File: src/rtl/sys_timer.sv
// Free-running 27 MHz cycle counter and prescaled microsecond counter with bus loads.
// Define SYS_TIMER_COMPARE_EN to add the compare register, ctrl and cmp_irq.
module sys_timer #(
  parameter int unsigned DIVISOR = 27
) (
  input  logic        clk,
  input  logic        rst_n,
  input  logic        wen,
  input  logic [3:0]  addr_off,
  input  logic [31:0] wdata,
  output logic [31:0] rdata,
  output logic [31:0] counter27M,
  output logic [31:0] counter1M,
  output logic        cmp_irq
);

  localparam logic [7:0] PRE_LAST = 8'(DIVISOR - 1);

  logic [31:0] cnt27_q, cnt27_d;
  logic [31:0] cnt1_q, cnt1_d;
  logic [7:0]  pre_q, pre_d;
  logic        wr_cnt27, wr_cnt1, tick, cnt1_new;
  logic        unused_addr_lsb;

  assign unused_addr_lsb = ^addr_off[1:0];
  assign wr_cnt27 = wen && (addr_off[3:2] == 2'd0);
  assign wr_cnt1  = wen && (addr_off[3:2] == 2'd1);
  assign tick     = (pre_q == PRE_LAST);

  // Loads win over the free-running increment and the prescaler tick.
  always_comb begin
    cnt27_d  = wr_cnt27 ? wdata : cnt27_q + 32'd1;
    cnt1_d   = cnt1_q;
    pre_d    = pre_q + 8'd1;
    cnt1_new = 1'b0;
    if (wr_cnt1) begin
      cnt1_d   = wdata;
      pre_d    = 8'd0;
      cnt1_new = 1'b1;
    end else if (tick) begin
      cnt1_d   = cnt1_q + 32'd1;
      pre_d    = 8'd0;
      cnt1_new = 1'b1;
    end
  end

  always_ff @(posedge clk or negedge rst_n) begin
    if (!rst_n) begin
      cnt27_q <= 32'd0;
      cnt1_q  <= 32'd0;
      pre_q   <= 8'd0;
    end else begin
      cnt27_q <= cnt27_d;
      cnt1_q  <= cnt1_d;
      pre_q   <= pre_d;
    end
  end

  assign counter27M = cnt27_q;
  assign counter1M  = cnt1_q;

`ifdef SYS_TIMER_COMPARE_EN
  logic [31:0] compare_q;
  logic        irq_en_q, pending_q, match_q, cmp_irq_q;
  logic        wr_cmp, wr_ctrl, match_d, pending_d;

  assign wr_cmp  = wen && (addr_off[3:2] == 2'd2);
  assign wr_ctrl = wen && (addr_off[3:2] == 2'd3);

  // Only a fresh counter1M value can match; rewriting compare never does.
  assign match_d   = cnt1_new && (cnt1_d == compare_q);
  assign pending_d = match_q ? 1'b1 : ((wr_ctrl && wdata[1]) ? 1'b0 : pending_q);

  always_ff @(posedge clk or negedge rst_n) begin
    if (!rst_n) begin
      compare_q <= 32'd0;
      irq_en_q  <= 1'b0;
      pending_q <= 1'b0;
      match_q   <= 1'b0;
      cmp_irq_q <= 1'b0;
    end else begin
      if (wr_cmp)  compare_q <= wdata;
      if (wr_ctrl) irq_en_q  <= wdata[0];
      match_q   <= match_d;
      pending_q <= pending_d;
      cmp_irq_q <= pending_q & irq_en_q;
    end
  end

  assign cmp_irq = cmp_irq_q;

  always_comb begin
    rdata = 32'd0;
    case (addr_off[3:2])
      2'd0: rdata = cnt27_q;
      2'd1: rdata = cnt1_q;
      2'd2: rdata = compare_q;
      2'd3: rdata = {30'd0, pending_q, irq_en_q};
      default: rdata = 32'd0;
    endcase
  end
`else
  assign cmp_irq = 1'b0;

  always_comb begin
    rdata = 32'd0;
    case (addr_off[3:2])
      2'd0: rdata = cnt27_q;
      2'd1: rdata = cnt1_q;
      default: rdata = 32'd0;
    endcase
  end
`endif

endmodule

File: config.mk
export PLATFORM = sky130hd
export DESIGN_NAME = sys_timer
export DESIGN_NICKNAME = d
export VERILOG_FILES = /design/src/rtl/sys_timer.sv
export SDC_FILE = /design/constraint.sdc
export NUM_CORES = 1
export LEC_CHECK = 0
export BUFFER_PORTS_ARGS = -buffer_cell sky130_fd_sc_hd__buf_2
export CAP_MARGIN = 15
export CORE_UTILIZATION = 52
export DETAILED_ROUTE_END_ITERATION = 8
export PLACE_DENSITY = 0.91
export SLEW_MARGIN = 20
export SYNTH_ARGS = -nofsm -noshare
export SYNTH_HDL_FRONTEND = slang
export SYNTH_SLANG_ARGS = --single-unit
File: constraint.sdc
create_clock -name clk -period 2.05 [get_ports clk]
set_input_delay 0.1025 -clock clk [delete_from_list [all_inputs] [get_ports clk]]
set_output_delay 0.1025 -clock clk [all_outputs]
set_load 0.02 [all_outputs]
==> results.tsv <==
metric	value	unit
status	finished, final reports clean	
ys_ff_latch	72	
powerDensity	878	nW/um2
grt_max_degree	51	
dieHeight	94.8	um
hold_viol_final	0	
slew_headroom	62.3	%
die_w	94.8	um
crit_chain	or3b_1 -> or3_4 -> nor3_4 -> xnor2_1 -> o21ai_2	
coreArea	8260	um2
tightest_slew	0.562	ns
nFillCells	606	
htree_levels	3	
rows	33	
via_count	4587	
async_flop_share	100	%
crit_family	simple AND/OR/NAND/NOR gates	
grt_pass1_vias	4395	
crit_path_start_kind	flop	
synth_edf_count	0	
max_freq	504	MHz
cp-end-kind	flop	
period_minus_slack	1.98	ns
slowest_stage	or3b_1	
drt_first_pass_iters	5	
cp_num_buf_inv	0	
path_class	flop to flop	
place.gp.congestion	0.886	
cp_data_required_time	2.28	ns
finalSetupViolations	0	
viasPerCell	5.83	
synth_largest_area_cell	dfrtp_1	
io_pins	136	
leakage	2.71	nW
drive_gt1_share	28.2	%
drt_iter0_drc	362	
root_buffer	clkbuf_8	
syn_inst	505	
synthDistinctLibCells	48	
yosysMostFrequentCell	nand2_1	
setup_tns	0	ns
yosys-top-cells-count	77 x nand2_1, 72 x dfrtp_1, 47 x nor2_1, 47 x o21ai_0, 45 x xor2_1	
vdd_drop_max	0.000725	V
fin_nets	721	
dp.final_hpwl	9450	um
synthTopCellsByArea	dfrtp_1 40%, xor2_1 8.8%, mux2i_1 7.4%, nand2_1 6.5%, o21ai_0 5.3%	
multi_input_area	2550	um2
synth_area	4470	um2
track_usage	31.4	%
grt_remaining_overflow	0	
drv_slew	0	
antenna_found_initial	0	
clk_pin_slew	0.07	ns
area_delta_synth_final	31.8	%
yosysSeqAreaShare	40.3	%
critical_path.max_stage_delay	0.55	ns
drc	0	
diodes	0	
synth_fp_nets	548	
rsz0062_at_grt	no	
skew	0.00774	ns
clock_sinks	72	
wire_per_inst	17.1	um
syn_avg_cell_area	8.86	um2
yosysTopAreaCellShare	40.3	%
crit_fanout	6	
cts_tree	built	
die_area	8980	um2
cts_buffers	9	
maxCapViolCount	0	
post_cts_buffers	0	
dp_slack	0.0149	ns
hold_path.class	input port to flop	
numPortBuffers	132	
fin_ws	0.0669	ns
clockBufferDepth	2	
regArea	1800	um2
initial_core_util	54.2	%
drtAntennaViolNets	0	
fin_crit_sh	96.7	%
yosysWarnings	0	
worstPathArrival	2.22	ns
finalWirelength	13500	um
synth_ff_type	dfrtp_1	
clk_latency	0.36	ns
grt_pass1_wl	21400	um
## routing by layer
layer	share of wire, %	global-route usage, %	up-vias
met4	3.5	15.9	0
met1	40	38.6	2208
li1	-	-	2104
met2	49	52.9	234
met3	7.3	5.56	41
met5	0	0	-
## final timing paths
path | from | end | slack (ns) | cells past startpoint
min in group asynchronous | rst_n | counter1M[5] | 0.28 | 2
worst min register to register | pre_q[0] | pre_q[0] | 0.54 | 1
max in group asynchronous | rst_n | counter1M[13] | 1.11 | 3
worst max register to register | pre_q[5] | counter1M[13] | 0.07 | 5
worst max-delay path | pre_q[5] | counter1M[13] | 0.07 | 5
worst min-delay path | wdata[30] | counter1M[30] | 0.006 | 3
## tightest hold or removal path: stages
cell and delay (ns):
buf_2 0.10, nand2_1 0.05, o21ai_1 0.07
## metrics by stage
stage | total power [mW] | instance area, um2 | utilization (%) | hold WS [ns] | cells
2_1_floorplan | 3.24 | 4470 | - | -0.193 | 505
3_3_place_gp | 3.90 | 5370 | 65.0 | 0.110 | 740
3_5_place_dp | 3.98 | 5370 | 65.0 | 0.115 | 740
4_1_cts | 5.13 | 5880 | 71.2 | 0.00224 | 787
5_1_grt | 5.45 | 5900 | 71.4 | 0.0202 | 787
6_report | 5.17 | 5900 | 71.4 | 0.00645 | 787
## power breakdown
group	leakage, nW	total [mW]	internal [mW]	switching [mW]
Combinational	1.73	1.89	0.742	1.15
Clock	0.0948	1.11	0.551	0.558
Sequential	0.883	2.18	1.72	0.459
Total	2.71	5.17	3.01	2.16
## timing repair
action                                  4_1_cts  5_1_grt
gates resized for setup                       1        2
pin swaps                                     0        0
endpoints found under the hold margin        77        0
hold buffers                                 32        0
endpoints found under the setup margin        1        7
cloned                                        0        0
## placed cells by master (no fill, tap or decap), types with 2 or more instances in the layout
cell / n
buf_2: 132
nand2_1: 77
dfrtp_1: 72
nor2_1: 47
o21ai_0: 47
xor2_1: 45
mux2i_1: 33
dlygate4sd3_1: 32
nand4_1: 26
buf_4: 24
nand3_1: 23
xnor2_1: 18
and3_1: 14
o21ai_1: 12
clkbuf_8: 9
inv_1: 7
and4_1: 7
nor3_1: 4
o31a_1: 4
ha_1: 4
nand4b_1: 3
clkinv_2: 3
nand2b_1: 2
nor4_2: 2
mux2_2: 2
nor4_1: 2
nor3_4: 2
a21oi_1: 2
nor3_2: 2
buf_12: 2
## state kept, by name (all words and copies together) (netlist names)
name / cells
counter1M: 32
counter27M: 32
pre_q: 8
## kinds of logic (layout without fill, tap and decap cells)
kind of cell	after synthesis	in the layout	synth area share, %
buf+inv	35	212	3.38
simple gates	227	227	26.8
xor+xnor	63	63	12.3
other cells	1	1	0.0838
mux	35	35	7.89
flops	72	72	40.3
fa+ha+maj	4	4	1.12
compound gates	68	68	8.14
## area by class of cell
type | count | area share, %
repair buffers | 190 | 20.4
flip-flops and latches | 72 | 30.6
well taps | 105 | 2.23
clock buffers | 9 | 2.10
inverters | 7 | 0.446
clock inverters | 6 | 1.04
multi-input cells | 398 | 43.3
(Power assumes the default switching activity.)
